File: src/rtl/sram_access_controller_pkg.sv
// Shared types and constants for the half-word SRAM access controller.
package sram_access_controller_pkg;
   typedef enum logic [1:0] {IDLE, LOW, HIGH, DONE} state_e;

   localparam int SRAM_DW = 16;
   localparam int WORD_W  = 32;
   localparam int unsigned DEFAULT_BASE_ADDR = 32'd1024;

   function automatic int cnt_width(input int wait_cycles);
      return $clog2(wait_cycles);
   endfunction
endpackage

File: src/rtl/sram_access_controller_wait_counter.sv
// Per-phase wait counter: synchronous clear has priority over enable; tc marks the last cycle.
module sram_wait_counter
   import sram_access_controller_pkg::*;
#(
   parameter int WAIT_CYCLES = 3,
   parameter int CW          = cnt_width(WAIT_CYCLES)
) (
   input  logic clk_i,
   input  logic rst_i,
   input  logic clr_i,
   input  logic en_i,
   output logic tc_o
);
   logic [CW-1:0] cnt_q, cnt_d;

   always_comb begin
      cnt_d = cnt_q;
      if (clr_i)
         cnt_d = '0;
      else if (en_i)
         cnt_d = cnt_q + CW'(1);
   end

   always_ff @(posedge clk_i or posedge rst_i) begin
      if (rst_i)
         cnt_q <= '0;
      else
         cnt_q <= cnt_d;
   end

   assign tc_o = (cnt_q == CW'(WAIT_CYCLES - 1));
endmodule

File: src/rtl/sram_access_controller.sv
// Splits 32-bit MEM-stage loads/stores into two timed 16-bit SRAM phases and
// freezes the pipeline (ready=0) until the access completes.
module sram_access_controller
   import sram_access_controller_pkg::*;
#(
   parameter int          WAIT_CYCLES = 3,
   parameter int unsigned BASE_ADDR   = DEFAULT_BASE_ADDR,
   parameter int          SRAM_AW     = 18
) (
   input  logic                clk,
   input  logic                rst,
   input  logic                rd_en,
   input  logic                wr_en,
   input  logic [WORD_W-1:0]   address,
   input  logic [WORD_W-1:0]   write_data,
   output logic [WORD_W-1:0]   read_data,
   output logic                ready,
   output logic [SRAM_AW-1:0]  sram_addr,
   output logic [SRAM_DW-1:0]  sram_dq_out,
   input  logic [SRAM_DW-1:0]  sram_dq_in,
   output logic                sram_dq_oe,
   output logic                sram_we_n
);
   localparam int CW = cnt_width(WAIT_CYCLES);

   state_e               state_q, state_d;
   logic [SRAM_AW-2:0]   idx_q;
   logic [SRAM_DW-1:0]   wdata_hi_q;
   logic [SRAM_DW-1:0]   lo_q;
   logic                 op_we_q;
   logic [WORD_W-1:0]    read_data_q;
   logic [SRAM_AW-1:0]   sram_addr_q, sram_addr_d;
   logic [SRAM_DW-1:0]   sram_dq_out_q, sram_dq_out_d;
   logic                 sram_dq_oe_q, sram_dq_oe_d;
   logic                 sram_we_n_q, sram_we_n_d;
   logic                 latch_req;
   logic                 tc;
   logic [WORD_W-1:0]    offset;
   logic [SRAM_AW-2:0]   req_idx;
   logic                 unused_offset_bits;

   // Out-of-window addresses simply wrap and alias onto the SRAM.
   assign offset             = address - 32'(BASE_ADDR);
   assign req_idx            = offset[SRAM_AW:2];
   assign unused_offset_bits = ^{offset[WORD_W-1:SRAM_AW+1], offset[1:0]};

   sram_wait_counter #(
      .WAIT_CYCLES(WAIT_CYCLES),
      .CW         (CW)
   ) u_wait_counter (
      .clk_i(clk),
      .rst_i(rst),
      .clr_i((state_q == IDLE) || tc),
      .en_i ((state_q == LOW) || (state_q == HIGH)),
      .tc_o (tc)
   );

   // Pin values are computed for the cycle being entered so every pin is a flop.
   always_comb begin
      state_d       = state_q;
      latch_req     = 1'b0;
      sram_addr_d   = sram_addr_q;
      sram_dq_out_d = sram_dq_out_q;
      sram_dq_oe_d  = 1'b0;
      sram_we_n_d   = 1'b1;
      case (state_q)
         IDLE: begin
            if (wr_en || rd_en) begin
               state_d       = LOW;
               latch_req     = 1'b1;
               sram_addr_d   = {req_idx, 1'b0};
               sram_dq_out_d = write_data[SRAM_DW-1:0];
               sram_dq_oe_d  = wr_en;
            end
         end
         LOW: begin
            sram_dq_oe_d = op_we_q;
            if (tc) begin
               state_d       = HIGH;
               sram_addr_d   = {idx_q, 1'b1};
               sram_dq_out_d = wdata_hi_q;
            end else begin
               sram_we_n_d = ~op_we_q;
            end
         end
         HIGH: begin
            if (tc) begin
               state_d = DONE;
            end else begin
               sram_dq_oe_d = op_we_q;
               sram_we_n_d  = ~op_we_q;
            end
         end
         DONE:    state_d = IDLE;
         default: state_d = IDLE;
      endcase
   end

   always_ff @(posedge clk or posedge rst) begin
      if (rst) begin
         state_q       <= IDLE;
         sram_addr_q   <= '0;
         sram_dq_out_q <= '0;
         sram_dq_oe_q  <= 1'b0;
         sram_we_n_q   <= 1'b1;
         read_data_q   <= '0;
      end else begin
         state_q       <= state_d;
         sram_addr_q   <= sram_addr_d;
         sram_dq_out_q <= sram_dq_out_d;
         sram_dq_oe_q  <= sram_dq_oe_d;
         sram_we_n_q   <= sram_we_n_d;
         if ((state_q == HIGH) && tc && !op_we_q)
            read_data_q <= {sram_dq_in, lo_q};
      end
   end

   // Request latches and the low read half need no reset.
   always_ff @(posedge clk) begin
      if (latch_req) begin
         idx_q      <= req_idx;
         wdata_hi_q <= write_data[WORD_W-1:SRAM_DW];
         op_we_q    <= wr_en;
      end
      if ((state_q == LOW) && tc && !op_we_q)
         lo_q <= sram_dq_in;
   end

   assign ready       = (state_q == IDLE) ? ~(rd_en | wr_en) : (state_q == DONE);
   assign read_data   = read_data_q;
   assign sram_addr   = sram_addr_q;
   assign sram_dq_out = sram_dq_out_q;
   assign sram_dq_oe  = sram_dq_oe_q;
   assign sram_we_n   = sram_we_n_q;
endmodule

File: config.mk
export PLATFORM = sky130hd
export DESIGN_NAME = sram_access_controller
export DESIGN_NICKNAME = d
export VERILOG_FILES = /design/src/rtl/sram_access_controller_pkg.sv /design/src/rtl/sram_access_controller_wait_counter.sv /design/src/rtl/sram_access_controller.sv
export SDC_FILE = /design/constraint.sdc
export NUM_CORES = 1
export LEC_CHECK = 0
export CORE_ASPECT_RATIO = 1.2
export CORE_MARGIN = 2
export CORE_UTILIZATION = 40
export CTS_BUF_LIST = sky130_fd_sc_hd__clkbuf_8
export DETAILED_ROUTE_END_ITERATION = 6
export PLACE_DENSITY = 0.81
export RECOVER_POWER = 25
export SLEW_MARGIN = 20
export SYNTH_ARGS = -nofsm -noshare
export SYNTH_HDL_FRONTEND = slang
export SYNTH_SLANG_ARGS = --single-unit
File: constraint.sdc
create_clock -name clk -period 2.63 [get_ports clk]
set_clock_uncertainty 0.1 [all_clocks]
set_input_delay 0.526 -clock clk [delete_from_list [all_inputs] [get_ports clk]]
set_output_delay 0.526 -clock clk [all_outputs]
set_load 0.01 [all_outputs]
After elaboration in Yosys (flattened, before gate mapping)

Index checks and enable logic that the tools add are counted.

Logic and storage cells: 57
Bits in registers: 122

Bitwise logic cells: 3
Reduce and logical (&&, ||, !) cells: 14
Add/subtract/negate cells: 2
Eq/ne operators: 7
Multiplexer cells: 20

Operators by type and width:

| operator                                                              | count |
|---|---|
| 18-bit 2-to-1 mux                                                     | 2 |
| 18-bit case mux with 2 select lines                                   | 1 |
| 16-bit 2-to-1 mux                                                     | 2 |
| 16-bit case mux with 2 select lines                                   | 1 |
| 19-bit by 11-bit subtractor with 19-bit output, second input constant | 1 |
| 2-bit 2-to-1 mux                                                      | 5 |
| 2-bit case mux with 4 select lines                                    | 1 |
| 1-bit 2-to-1 mux                                                      | 7 |
| 2-bit == test, second input constant                                  | 3 |
| 3-bit AND reduction                                                   | 2 |
| 1-bit logical AND                                                     | 4 |
| 2-bit != test, second input constant                                  | 2 |
| 2-bit nonzero test                                                    | 2 |
| 1-bit logical OR                                                      | 3 |
| 1-bit case mux with 3 select lines                                    | 1 |
| 2-bit by 1-bit adder with 2-bit output, second input constant         | 1 |
| 2-bit by 1-bit == test with 1-bit output, second input constant       | 1 |
| 2-bit logical NOT                                                     | 1 |
| 2-bit by 1-bit != test with 1-bit output, second input constant       | 1 |
| 1-bit NOT                                                             | 2 |
| 2-bit OR reduction                                                    | 1 |
| 1-bit logical NOT                                                     | 1 |
| 1-bit bitwise OR                                                      | 1 |

Longest topological paths before layout

Depth after elaboration: 4
Gate-level depth with buffers: 9

By module

Synthesis repeated with hierarchy kept, for this count alone.

Cell total of the unflattened synthesis: 328
Area total of the unflattened synthesis: 4,798.4 um2

Modules (own cells, without submodules):

| module                 | cells an instance | area an instance (um2) | seq. area each (um2) | instances |
|---|---|---|---|---|
| sram_access_controller | 319               | 4,704.5                | 3,254.4              | 1 |
| sram_wait_counter      | 9                 | 93.8                   | 50.0                 | 1 |

Worst setup path before layout

Ideal clock, no wire load.

Path kind: register to output
From: reg state_q[0]
To: out ready
Stages on the path, launching flop included: 7
Path slack: 0.212 ns
Arrival: 1.792 ns
Path through: dfrtp_1 -> inv_1 -> ha_1 -> buf_4 -> o21ai_0 -> inv_1 -> nor2_1

Cells in the longest elaborated chain, start to end: 2
Elaborated cells on any way between the ends: 3

Ends and longest elaborated chain:

| what                                                      | RTL line                      | RTL |
|---|---|---|
| start: declaration                                        | sram_access_controller.sv:26  | `state_e state_q, state_d;` |
| start signal: assignment                                  | sram_access_controller.sv:108 | `state_q <= state_d;` |
| 2-bit == test / 2-bit logical NOT (equally long branches) | sram_access_controller.sv:129 | `assign ready = (state_q == IDLE) ? ~(rd_en \| wr_en) : (state_q == DONE);` |
| 1-bit 2-to-1 mux *                                        | sram_access_controller.sv:129 |  |
| end: declaration                                          | sram_access_controller.sv:17  | `output logic ready,` |

Mark *: on every way between the ends. The rest lies on a longest branch, timed or not.

Final worst setup path

From: in wr_en
To: out ready

Cells in the longest elaborated chain, start to end: 3

Ends and longest elaborated chain:

| what               | RTL line                      | RTL |
|---|---|---|
| start: declaration | sram_access_controller.sv:13  | `input logic wr_en,` |
| 1-bit bitwise OR   | sram_access_controller.sv:129 |  |
| 1-bit NOT          | sram_access_controller.sv:129 |  |
| 1-bit 2-to-1 mux   | sram_access_controller.sv:129 |  |

No other way between the ends.

==> flow_results.xml <==
<?xml version="1.0" encoding="UTF-8"?>
<metrics>
  <group name="timing">
    <metric name="timing.setup.tns" unit="ns">0</metric>
    <metric name="final_hold_slack" unit="ns">0.370</metric>
    <metric name="post-route-min-period" unit="ns">2.41</metric>
    <metric name="timing.final.setup_violations" unit="">0</metric>
    <metric name="final-hold-violation-count" unit="">0</metric>
    <metric name="slew-limit-headroom" unit="%">41.7</metric>
    <metric name="finalCritPeriodShare" unit="%">91.7</metric>
    <metric name="slew_viol_final" unit="">0</metric>
    <metric name="tightestPinTransition" unit="ns">0.874</metric>
    <metric name="post-route-worst-setup-slack" unit="ns">0.219</metric>
    <metric name="setup_repair_after_global_routing_missed_its_margin" unit="">false</metric>
    <metric name="max_clock_freq" unit="MHz">415</metric>
  </group>
  <group name="run">
    <metric name="drv_cap" unit="">0</metric>
  </group>
  <group name="synthesis">
    <metric name="syn-mean-instance-area" unit="µm²">14.7</metric>
    <metric name="synthesis.yosys.warnings" unit="">0</metric>
    <metric name="synth_cell_type_count" unit="">38</metric>
    <metric name="postSynthCellCount" unit="">328</metric>
    <metric name="synth_top_cells_by_area" unit="">dfrtp_1 (37%), edfxtp_1 (31%), mux2_2 (7.7%)</metric>
    <metric name="synth-edff-count" unit="">50</metric>
    <metric name="async_flop_share" unit="%">59.0</metric>
    <metric name="area_fraction_of_the_dominant_cell_type_after_synthesis" unit="%">36.8</metric>
    <metric name="synth_largest_area_cell" unit="">dfrtp_1</metric>
    <metric name="synth_top_cells_by_count" unit="">dfrtp_1 (71), edfxtp_1 (50), mux2_2 (33), nand2_1 (33), o21ai_0 (30)</metric>
    <metric name="summed_instance_area_of_the_synthesized_netlist" unit="µm²">4830</metric>
    <metric name="synth_seq_area_share" unit="%">68.5</metric>
    <metric name="ys.flop_type" unit="">dfrtp_1</metric>
    <metric name="yosys_register_bits" unit="">122</metric>
    <metric name="postSynthNetCount" unit="">419</metric>
    <metric name="yosys.cell_count.top_type" unit="">dfrtp_1</metric>
  </group>
  <group name="clock_tree">
    <metric name="tritoncts" unit="">done</metric>
    <metric name="cts_buffer_depth" unit="">2</metric>
    <metric name="holdBufCountCts" unit="">0</metric>
    <metric name="clk_sinks" unit="">122</metric>
    <metric name="path_clk_slew" unit="ns">0.07</metric>
    <metric name="clockRootBuffer" unit="">clkbuf_8</metric>
    <metric name="clkLatencyLatePin" unit="ns">0.42</metric>
    <metric name="cts_buf_count" unit="">17</metric>
    <metric name="cts.htree.levels" unit="">4</metric>
  </group>
  <group name="drt">
    <metric name="routed-via-count" unit="">3127</metric>
    <metric name="drt_iter0_markers" unit="">106</metric>
    <metric name="highest_layer" unit="">met4</metric>
    <metric name="met3_wirelength" unit="µm">722</metric>
    <metric name="wl" unit="µm">10100</metric>
    <metric name="avgViaCountPerCell" unit="">4.77</metric>
    <metric name="wl_met2" unit="µm">5060</metric>
    <metric name="firstDrtPassIters" unit="">4</metric>
    <metric name="wl_met1" unit="µm">4150</metric>
    <metric name="routed_length_per_placed_instance" unit="µm">15.4</metric>
    <metric name="residual_drc_count" unit="">0</metric>
    <metric name="postRouteAntennaNets" unit="">0</metric>
  </group>
  <group name="layout">
    <metric name="seqCellArea" unit="µm²">3300</metric>
    <metric name="num-fill-cells" unit="">967</metric>
    <metric name="area_growth" unit="%">40.7</metric>
    <metric name="layout.nets" unit="">574</metric>
    <metric name="final_util" unit="%">58.2</metric>
    <metric name="drive_above_1_share" unit="%">16.4</metric>
    <metric name="multi_input_area" unit="µm²">1400</metric>
  </group>
  <group name="worst_hold_path">
    <metric name="min_path_type" unit="">reg -&gt; reg</metric>
  </group>
  <group name="setup_path">
    <metric name="critPathCaptureType" unit="">output pin</metric>
    <metric name="crit_arrival" unit="ns">1.79</metric>
    <metric name="cp_max_fo" unit="">2</metric>
    <metric name="startpoint_type" unit="">input pin</metric>
    <metric name="critPathRequiredTime" unit="ns">2.00</metric>
    <metric name="criticalPathCategory" unit="">in -&gt; out</metric>
  </group>
  <group name="floorplan">
    <metric name="fp.coreArea" unit="µm²">11700</metric>
    <metric name="num_rows" unit="">43</metric>
    <metric name="design.portCount" unit="">153</metric>
    <metric name="die_outline_height" unit="µm">124</metric>
    <metric name="die_width" unit="µm">104</metric>
    <metric name="start_util" unit="%">41.3</metric>
    <metric name="fp.dieArea" unit="µm²">13000</metric>
  </group>
  <group name="placement">
    <metric name="pre_cts_slack" unit="ns">0.0914</metric>
    <metric name="buffer_ports.inserted" unit="">137</metric>
    <metric name="gp_congestion" unit="">0.750</metric>
    <metric name="detailed_place_hpwl" unit="µm">7260</metric>
  </group>
  <group name="pwr">
    <metric name="powerDensity" unit="nW/µm²">1140</metric>
    <metric name="vdd_drop_max" unit="V">0.000465</metric>
    <metric name="power_leakage" unit="µW">0.00280</metric>
  </group>
  <group name="grt">
    <metric name="groute.usage.overall" unit="%">16.4</metric>
    <metric name="number_of_global_route_vias_before_repair" unit="">3337</metric>
    <metric name="wire_length_of_the_first_global_routing_pass" unit="µm">16600</metric>
    <metric name="grt_start_max_net_pins" unit="">40</metric>
    <metric name="grt_overflow_total" unit="">0</metric>
    <metric name="initial_antenna_violation_count" unit="">3</metric>
  </group>
  <group name="outcome">
    <metric name="run_status" unit="">completed</metric>
  </group>
</metrics>
-- routing by layer --
layer	track usage (%)	vias to the layer above
met3	6.12	15
met2	27.0	114
met1	19.4	1509
met4	6.84	0
met5	0	-
li1	-	1489
-- final cells by class --
type	count	share of cell area (%)
antenna	3	0.110
clock buffer	19	3.85
sequential	122	48.6
inverter	11	0.608
tap	157	2.89
multi-input combinational	180	20.6
clock inverter	12	1.29
timing repair buffer	151	22.0
-- stage by stage --
stage,instances,cell area (µm²),total power [µW]
floorplan,328,4830,4760
global placement,619,6440,6210
detailed placement,619,6440,6340
CTS,652,6800,7850
global route,654,6790,8220
finish,655,6790,7710
-- layout by cell type (no fill, tap or decap), types with 11 or more instances in the layout --
cell type,instances
dlygate4sd3_1,42
nand2_1,33
inv_1,15
buf_4,11
clkbuf_8,19
dfrtp_1,71
mux2i_1,28
clkdlybuf4s50_1,94
edfxtp_1,50
mux2_2,33
o21ai_0,30
-- flip-flops by register name, indices dropped and copies added (netlist names) --
register / cells
idx_q: 17
lo_q: 16
op_we_q: 1
read_data: 32
sram_addr: 18
sram_dq_oe: 1
sram_dq_out: 16
sram_we_n: 1
state_q: 2
u_wait_counter.cnt_q: 2
wdata_hi_q: 16
-- worst paths after layout --
| kind | from | end | slack [ns] | cells past startpoint |
|---|---|---|---|---|
| worst min register to register | lo_q[4]$_DFFE_PP_ | read_data[4]$_DFFE_PP0P_ | 0.37 | 1 |
| worst min-delay path | lo_q[4]$_DFFE_PP_ | read_data[4]$_DFFE_PP0P_ | 0.37 | 1 |
| max in group asynchronous | rst | read_data[30]$_DFFE_PP0P_ | 0.66 | 3 |
| min in group asynchronous | rst | sram_dq_out[3]$_DFFE_PP0P_ | 0.63 | 2 |
| worst max-delay path | wr_en | ready | 0.22 | 5 |
| worst max register to register | state_q[0]$_DFFE_PP0P_ | sram_dq_out[1]$_DFFE_PP0P_ | 0.58 | 7 |
-- critical path, cell delays in order --
cell and delay (ns):
dlygate4sd3_1 0.55, o21ai_0 0.24, inv_1 0.09, nor2_1 0.11
dlygate4sd2_1 0.27
-- what timing repair did --
action	CTS	global route
endpoints found under the setup margin	1	0
setup buffers	2	0
resized for setup	1	0
-- report_power, final --
group,internal [µW],switching (µW)
clock network,769,699
logic,1730,1480
registers,2730,305
-- cell families after synthesis --
| group | share of synthesized area [%] |
|---|---|
| DFF | 68.5 |
| muxes | 13.5 |
| and+or+nand+nor | 6.30 |
| AOI/OAI and AO/OA | 5.68 |
| buffers and inverters | 2.83 |
| xor gates and xnor gates | 1.43 |
| adders and majority gates | 1.81 |
(Power assumes the default switching activity.)
